--- src/rtl/vrms_sqrt_scale.sv ---
// vrms_sqrt_scale: sequential floor square root of the mean-square value, then scaling to millivolts.
// One root bit is produced per cycle; the result is presented with a one-cycle valid strobe.
module vrms_sqrt_scale #(
    parameter int IN_W        = 22,
    parameter int ROOT_W      = 11,
    parameter int VREF_MV     = 5000,
    parameter int SCALE_SHIFT = 12,
    parameter int MV_W        = 16
) (
    input  logic              clk_sys,
    input  logic              rst_n,
    input  logic              ms_valid,
    input  logic [IN_W-1:0]   ms_data,
    output logic              busy,
    output logic [ROOT_W-1:0] vrms_code,
    output logic [MV_W-1:0]   vrms_mv,
    output logic              vrms_valid,
    output logic              overrun
);
    localparam int OP_W   = 2 * ROOT_W;
    localparam int PROD_W = ROOT_W + 16;
    localparam int IT_W   = $clog2(ROOT_W);
    typedef enum logic [1:0] {IDLE, LOAD, CALC, SCALE} state_t;
    state_t              state;
    logic [OP_W-1:0]     op;
    logic [ROOT_W-1:0]   root;
    logic [ROOT_W+1:0]   rem;
    logic [ROOT_W+1:0]   rem_sh;
    logic [ROOT_W+1:0]   trial;
    logic [IT_W-1:0]     iter;
    logic [PROD_W-1:0]   prod;
    logic                ge;
    assign busy   = state != IDLE;
    assign rem_sh = (rem << 2) | (ROOT_W + 2)'(op[{iter, 1'b0} +: 2]);
    assign trial  = {root, 2'b01};
    assign ge     = rem_sh >= trial;
    // Rounded scaling: the +half LSB before the shift gives round-to-nearest millivolts.
    assign prod   = PROD_W'(root) * PROD_W'(VREF_MV) + PROD_W'(1 << (SCALE_SHIFT - 1));
    always_ff @(posedge clk_sys) begin
        if (!rst_n) begin
            state      <= IDLE;
            op         <= '0;
            root       <= '0;
            rem        <= '0;
            iter       <= '0;
            vrms_code  <= '0;
            vrms_mv    <= '0;
            vrms_valid <= 1'b0;
            overrun    <= 1'b0;
        end else begin
            vrms_valid <= 1'b0;
            if (ms_valid && state != IDLE)
                overrun <= 1'b1;
            case (state)
                IDLE: if (ms_valid) state <= LOAD;
                LOAD: begin
                    op    <= OP_W'(ms_data);
                    root  <= '0;
                    rem   <= '0;
                    iter  <= IT_W'(ROOT_W - 1);
                    state <= CALC;
                end
                CALC: begin
                    rem  <= ge ? rem_sh - trial : rem_sh;
                    root <= {root[ROOT_W-2:0], ge};
                    if (iter == '0)
                        state <= SCALE;
                    else
                        iter <= iter - 1'b1;
                end
                SCALE: begin
                    vrms_code  <= root;
                    vrms_mv    <= MV_W'(prod >> SCALE_SHIFT);
                    vrms_valid <= 1'b1;
                    state      <= IDLE;
                end
                default: state <= IDLE;
            endcase
        end
    end
endmodule

--- config.mk ---
export PLATFORM = sky130hd
export DESIGN_NAME = vrms_sqrt_scale
export DESIGN_NICKNAME = d
export VERILOG_FILES = /design/src/rtl/vrms_sqrt_scale.sv
export SDC_FILE = /design/constraint.sdc
export NUM_CORES = 1
export LEC_CHECK = 0
export CELL_PAD_IN_SITES_DETAIL_PLACEMENT = 1
export CELL_PAD_IN_SITES_GLOBAL_PLACEMENT = 1
export CORE_MARGIN = 2
export CORE_UTILIZATION = 45
export DETAILED_ROUTE_END_ITERATION = 10
export PLACE_DENSITY_LB_ADDON = 0.15
export SYNTH_ARGS = -nofsm -noshare
export SYNTH_HDL_FRONTEND = slang
export SYNTH_SLANG_ARGS = --single-unit
--- constraint.sdc ---
create_clock -name clk_sys -period 6.7 [get_ports clk_sys]
set_clock_uncertainty 0.1 [all_clocks]
set_input_delay 0.67 -clock clk_sys [delete_from_list [all_inputs] [get_ports clk_sys]]
set_output_delay 0.67 -clock clk_sys [all_outputs]
set_load 0.05 [all_outputs]
==> results of run 1 <==
==> worst max path at each step <==
stage,slack (ns),to,cells past startpoint,from
after floorplan,1.66,vrms_mv[11]$_SDFFE_PN0P_,22,root[4]$_SDFFE_PN0P_
after global placement,1.37,vrms_mv[10]$_SDFFE_PN0P_,21,root[4]$_SDFFE_PN0P_
after detailed placement,1.20,vrms_mv[11]$_SDFFE_PN0P_,21,root[6]$_SDFFE_PN0P_
after CTS,1.19,vrms_mv[10]$_SDFFE_PN0P_,21,root[6]$_SDFFE_PN0P_
after global routing,0.73,vrms_mv[10]$_SDFFE_PN0P_,21,root[6]$_SDFFE_PN0P_
final,1.19,vrms_mv[6]$_SDFFE_PN0P_,21,root[6]$_SDFFE_PN0P_
==> sequential cells by signal, indices dropped and copies added, names as in the netlist, 2 cells and up <==
name       flops
state          2
iter           4
vrms_code     11
rem           11
op            22
root          11
vrms_mv       13
==> cell families after synthesis <==
logic type               synth area share
AO/OA/AOI/OAI                       0.134
XOR/XNOR                           0.0601
adder cells (fa/ha/maj)             0.231
buffers and inverters              0.0759
flip-flops                          0.275
multiplexers                        0.103
other                            0.000677
AND/OR/NAND/NOR                     0.120
==> per-stage QoR <==
| step | util | worst slack [ns] | instances | hold slack (ns) | cell area [um2] |
|---|---|---|---|---|---|
| final | 0.534 | 1.19 | 787 | 0.371 | 6410 |
| after global routing | 0.534 | 0.726 | 787 | 0.394 | 6410 |
| after CTS | 0.534 | 1.19 | 787 | 0.372 | 6410 |
| after detailed placement | 0.509 | 1.20 | 772 | 0.363 | 6110 |
| after global placement | 0.509 | 1.37 | 772 | 0.352 | 6110 |
| after floorplan | - | 1.66 | 601 | 0.342 | 5550 |
==> power breakdown <==
part | internal (mW) | leakage (nW) | switching (mW)
combinational | 0.361 | 2.15 | 0.459
sequential | 0.512 | 0.616 | 0.0559
clock | 0.298 | 0.145 | 0.211
total | 1.17 | 2.91 | 0.725
==> worst reg2reg max path, stage by stage (launching register included) <==
cell and delay (ns):
dfxtp_1 0.49, inv_1 0.20, fa_1 0.52, inv_1 0.04, ha_1 0.27, inv_1 0.05
fa_1 0.53, inv_1 0.04, ha_1 0.26, inv_1 0.05, fa_1 0.49, inv_1 0.04
ha_1 0.42, nand3b_1 0.14, a221o_1 0.29, o211ai_1 0.17, o311ai_1 0.25, a2111oi_1 0.47
mux2i_1 0.27, xor2_1 0.09, mux2i_1 0.14, nor2_1 0.05
==> area by class of cell <==
type                    instances  area, um2
inverters                      72        270
multi-input cells             423       3600
flip-flops and latches         76       1520
clock buffers                  10        239
fillers                      1369       5600
well taps                     147        184
clock inverters                 5       60.1
repair buffers                 54        533
==> placed cells by master, fill, tap and decap left out, drive strengths merged, types with 3 or more instances in the layout <==
cell,n
a211oi,6
a21o,11
a21oi,35
a32oi,3
and2,3
buf,3
clkbuf,10
clkdlybuf4s50,51
clkinv,3
conb,3
dfxtp,76
fa,19
ha,72
inv,72
mux2i,48
mux4,4
nand2,16
nand2b,17
nand3,22
nand4,3
nor2,50
nor2b,4
nor3,5
o21ai,21
o21bai,3
xnor2,20
xor2,18
==> routing by layer <==
metal,up-vias,share of wire,routed length [um]
met5,-,0,0
met4,0,0.016,220
li1,2116,-,-
met1,2114,0.47,6620
met3,14,0.023,328
met2,54,0.49,6800
==> flow_metrics.tcl, run 1 <==
set metrics [dict create \
    r2r-start "root[6]$_SDFFE_PN0P_" \
    cts_tree "yes" \
    yosysMostFrequentCell "dfxtp_1" \
    hpwl_mm 10.4 \
    nets 752 \
    antenna_left 0 \
    tightest_slew_ns 0.832 \
    syn_inst 599 \
    boundaryPins 55 \
    grt_pass1_vias 4512 \
    ctsResizeCount 0 \
    vias 4298 \
    crit_arrival_ns 5.62 \
    cpMostUsedCell "inv_1" \
    antenna_cells 0 \
    cap_violations 0 \
    die_w_um 115 \
    setup_viol 0 \
    vias_per_cell 5.46 \
    io_buffers 51 \
    avgSynthCellArea_um2 9.25 \
    hold_depth 2 \
    routed_wl_mm 14.0 \
    slowest_stage "fa_1" \
    use_met1 0.294 \
    fin_crit_ns 5.51 \
    power_density_nw_per_um2 296 \
    path_delay_family "adder cells" \
    worstHoldStart "rem[0]$_SDFFE_PN0P_" \
    fp.dieH_um 115 \
    rrSetupSlack_ns 1.19 \
    cpPeakStageDelay_ns 0.53 \
    p_total_mw 1.90 \
    synth_top_area_share 0.275 \
    numCtsBuffers 9 \
    vdd_drop_max_v 0.000236 \
    async_flop_share 0 \
    gr-usage-met2 0.373 \
    postCtsSetupBuffers 0 \
    grt_overflow 0 \
    synth_common_cells "dfxtp_1, ha_1, inv_1, nor2_1, mux2i_1" \
    htreeDepth 3 \
    synth_warnings 0 \
    p_leak_nw 2.91 \
    synthesis.area_um2 5540 \
    ctsHoldBuffers 0 \
    crit_type "reg2reg" \
    grt_max_degree 60 \
    crit_fanout 8 \
    timing.rr.end "vrms_mv[6]$_SDFFE_PN0P_" \
    cts_buffer_depth 2 \
    synth_area_leaders "dfxtp_1, ha_1, mux2i_1" \
    drv_slew 0 \
    initial_utilization 0.461 \
    worst-path-buf-inv 6 \
    core-area_um2 12000 \
    top_usage_layer "met2" \
    track_usage 0.221 \
    met3_usage 0.0269 \
    setup_tns_ns 0 \
    yosys.area.top_type "dfxtp_1" \
    grt_pass1_wl_mm 22.8 \
    setup.worst_path.start_class "register" \
    fmax_mhz 182 \
    rows 40 \
    path_clk_slew_ns 0.06 \
    cp.required_ns 6.81 \
    hold_path_end "rem[0]$_SDFFE_PN0P_" \
    cts.sinks 76 \
    drcViolationCount 0 \
    syn_to_final_growth_pct 15.8 \
    ff2ff_path_depth 21 \
    hp-class "reg2reg" \
    drive_gt1_frac 0.0563 \
    status "finished clean" \
    seq_area_frac_synth 0.275 \
    synthFlopType "dfxtp_1" \
    ys_seq_elements 76 \
    synth_edf_count 0 \
    root_buffer "clkbuf_16" \
    relSlewSlack 0.443 \
    clk_latency_ns 0.35 \
    final-hold-violation-count 0 \
    drt-initial-drc-count 134 \
    dr.pass1.iters 5 \
    die_area_um2 13200 \
    wire_per_inst_um 17.7 \
    end_kind "register" \
    cp_cell_sequence "inv_1 -> fa_1 -> inv_1 -> ha_1 -> inv_1 -> fa_1 -> inv_1 -> ha_1 -> inv_1 -> fa_1 -> inv_1 -> ha_1 -> nand3b_1 -> a221o_1 -> o211ai_1 -> o311ai_1 -> a2111oi_1 -> mux2i_1 -> xor2_1 -> mux2i_1 -> nor2_1" \
    timing.final.crit_share 0.822 \
    synth_cell_types 65 \
    gp_congestion 0.861 \
    antenna_found_initial 0 \
    rsz0062_at_grt "false" \
]
Note: power is estimated with default switching activity, not from simulation.
==> run 2, diff against run 1 <==
==> constraint.sdc (replaced) <==
create_clock -name clk_sys -period 5.4 [get_ports clk_sys]
set_clock_uncertainty 0.1 [all_clocks]
set_input_delay 0.54 -clock clk_sys [delete_from_list [all_inputs] [get_ports clk_sys]]
set_output_delay 0.54 -clock clk_sys [all_outputs]
set_load 0.05 [all_outputs]
==> run 2 against run 1 <==
First-iteration DRC count rose by 22%. Largest power group unchanged. Maximum frequency increased by 6.0%. Final cell count is 1.8% higher. Critical path type unchanged. Non-clock buffer count up 14. Global-route usage rose by 0.25 points. Clock power is 21% higher. Combinational power increased by 24%. Sequential share of layout area fell by 0.60 points. Die area unchanged. Design area up 2.6%. Total power rose by 23%.
==> flow_metrics.tcl, run 2 (synthesized netlist as in run 1, its figures left out) <==
set metrics [dict create \
    status "finished clean" \
    crit_type "reg2reg" \
    path_clk_slew_ns 0.06 \
    r2r-start "root[4]$_SDFFE_PN0P_" \
    setup.worst_path.start_class "register" \
    wire_per_inst_um 17.5 \
    root_buffer "clkbuf_16" \
    syn_to_final_growth_pct 18.7 \
    rows 40 \
    drcViolationCount 0 \
    power.share.sequential 0.301 \
    antenna_found_initial 0 \
    rrSetupSlack_ns 0.21 \
    ctsHoldBuffers 0 \
    path_delay_family "adder cells" \
    drive_gt1_frac 0.0887 \
    p_leak_nw 3.00 \
    final_util 0.548 \
    vias 4390 \
    boundaryPins 55 \
    crit_fanout 8 \
    vias_per_cell 5.48 \
    final_common_cell "dfxtp_1" \
    drt-initial-drc-count 164 \
    cpMostUsedCell "inv_1" \
    combPwrFrac 0.436 \
    layout_common_cells "dfxtp_1, inv_1, ha_1" \
    slowest_stage "fa_1" \
    cts.sinks 76 \
    antenna_left 0 \
    cpPeakStageDelay_ns 0.55 \
    post_dp_cell_area_um2 6190 \
    grt_pass1_wl_mm 23.1 \
    core-area_um2 12000 \
    grt_max_degree 41 \
    hp-class "reg2reg" \
    worstHoldStart "vrms_mv[12]$_SDFFE_PN0P_" \
    dr.pass1.iters 4 \
    fp.dieH_um 115 \
    hpwl_mm 10.4 \
    fill_cells 1371 \
    tightest_slew_ns 0.787 \
    htreeDepth 3 \
    fin_ws_ns 0.207 \
    p_total_mw 2.34 \
    worst-path-buf-inv 7 \
    swShare 0.380 \
    clk_latency_ns 0.35 \
    p_clk_frac 0.263 \
    largest_register_ffs 22 \
    p_sw_mw 0.889 \
    cp.depth 22 \
    reg_top3 "op: 22 flops, vrms_mv: 13 flops" \
    io_buffers 51 \
    relSlewSlack 0.475 \
    fin_area_um2 6580 \
    top_register "op" \
    die_area_um2 13200 \
    antenna_cells 0 \
    cts_buffer_depth 2 \
    routed_wl_mm 14.0 \
    setup_viol 0 \
    power_density_nw_per_um2 356 \
    timing.final.crit_share 0.962 \
    vdd_drop_max_v 0.000320 \
    grt_pass1_vias 4528 \
    fmax_mhz 193 \
    cap_violations 0 \
    crit_arrival_ns 5.32 \
    hold_depth 2 \
    internal_power_mw 1.45 \
    initial_utilization 0.461 \
    cts_tree "yes" \
    track_usage 0.223 \
    gp_congestion 0.824 \
    timing.rr.end "vrms_mv[11]$_SDFFE_PN0P_" \
    dp_slack_ns 0.0873 \
    fin_crit_ns 5.19 \
    grt_overflow 0 \
    end_kind "register" \
    cp.required_ns 5.52 \
    hold_slack_ns 0.372 \
    ff2ff_path_depth 22 \
    final-hold-violation-count 0 \
    die_w_um 115 \
    cp_cell_sequence "inv_2 -> fa_1 -> inv_1 -> ha_1 -> inv_1 -> fa_1 -> inv_1 -> ha_1 -> inv_1 -> fa_1 -> inv_1 -> ha_4 -> nand4_1 -> a221oi_2 -> buf_4 -> o31ai_4 -> o21ai_2 -> xnor2_1 -> or3_4 -> nor4b_4 -> xnor2_1 -> a21oi_1" \
    nets 766 \
    drv_slew 0 \
    hold_path_end "vrms_mv[12]$_SDFFE_PN0P_" \
    numCtsBuffers 9 \
]
-- run 2: changes by cell type in the layout (fill, tap and decap cells not counted), sizes merged --
cell | before | now
buf | 3 | 17
clkbuf | 10 | 11
clkinvlp | 1 | 2
inv | 72 | 71
clkinv | 3 | 2
-- run 2: worst max-delay path by stage --
| stage | start | endpoint | slack [ns] |
|---|---|---|---|
| after global routing | root[4]$_SDFFE_PN0P_ | vrms_mv[11]$_SDFFE_PN0P_ | -0.02 |
| after floorplan | root[4]$_SDFFE_PN0P_ | vrms_mv[11]$_SDFFE_PN0P_ | 0.36 |
| after detailed placement | root[4]$_SDFFE_PN0P_ | vrms_mv[10]$_SDFFE_PN0P_ | 0.09 |
| final | root[4]$_SDFFE_PN0P_ | vrms_mv[11]$_SDFFE_PN0P_ | 0.21 |
| after global placement | root[4]$_SDFFE_PN0P_ | vrms_mv[10]$_SDFFE_PN0P_ | 0.23 |
| after CTS | root[4]$_SDFFE_PN0P_ | vrms_mv[10]$_SDFFE_PN0P_ | 0.02 |
-- run 2: metrics by stage --
| step | instances | TNS [ns] |
|---|---|---|
| final | 801 | 0 |
| after global routing | 801 | -0.0209 |
| after CTS | 797 | 0 |
| after floorplan | 601 | 0 |
| after detailed placement | 782 | 0 |
| after global placement | 782 | 0 |
-- run 2: power groups by stage --
stage	sequential [mW]	clock, mW	combinational (mW)
floorplan	0.728	0	0.819
global placement	0.711	0	0.984
detailed placement	0.717	0	1.02
CTS	0.706	0.630	1.03
global route	0.716	0.655	1.11
finish	0.705	0.615	1.02
-- run 2: what timing repair did --
item                                    4_1_cts  5_1_grt
gates resized for setup                       0       15
endpoints found under the setup margin        0        7
setup buffers                                 0        4
-- run 2: layout make-up --
class                   instances  area, um2  area share
well taps                     147        184      0.0280
repair buffers                 68        638      0.0970
flip-flops and latches         76       1520       0.231
inverters                      72        270      0.0411
multi-input cells             423       3670       0.558
clock inverters                 4       50.0     0.00761
clock buffers                  11        243      0.0369
-- run 2: worst reg2reg max path, cell delays in order (launching register included) --
cell and delay [ns]:
dfxtp_1 0.34, inv_2 0.09, fa_1 0.55, inv_1 0.04
ha_1 0.27, inv_1 0.06, fa_1 0.53, inv_1 0.04
ha_1 0.26, inv_1 0.05, fa_1 0.50, inv_1 0.07
ha_4 0.31, nand4_1 0.12, a221oi_2 0.26, buf_4 0.18
o31ai_4 0.08, o21ai_2 0.18, xnor2_1 0.13, or3_4 0.45
nor4b_4 0.23, xnor2_1 0.15, a21oi_1 0.08
-- run 2: metal layers --
| layer | global-route usage | share of wire | vias up |
|---|---|---|---|
| met3 | 0.0543 | 0.028 | 7 |
| met4 | 0.0514 | 0.0093 | 0 |
| met1 | 0.299 | 0.46 | 2197 |
| met2 | 0.366 | 0.50 | 45 |
| met5 | 0 | 0 | - |
| li1 | - | - | 2141 |
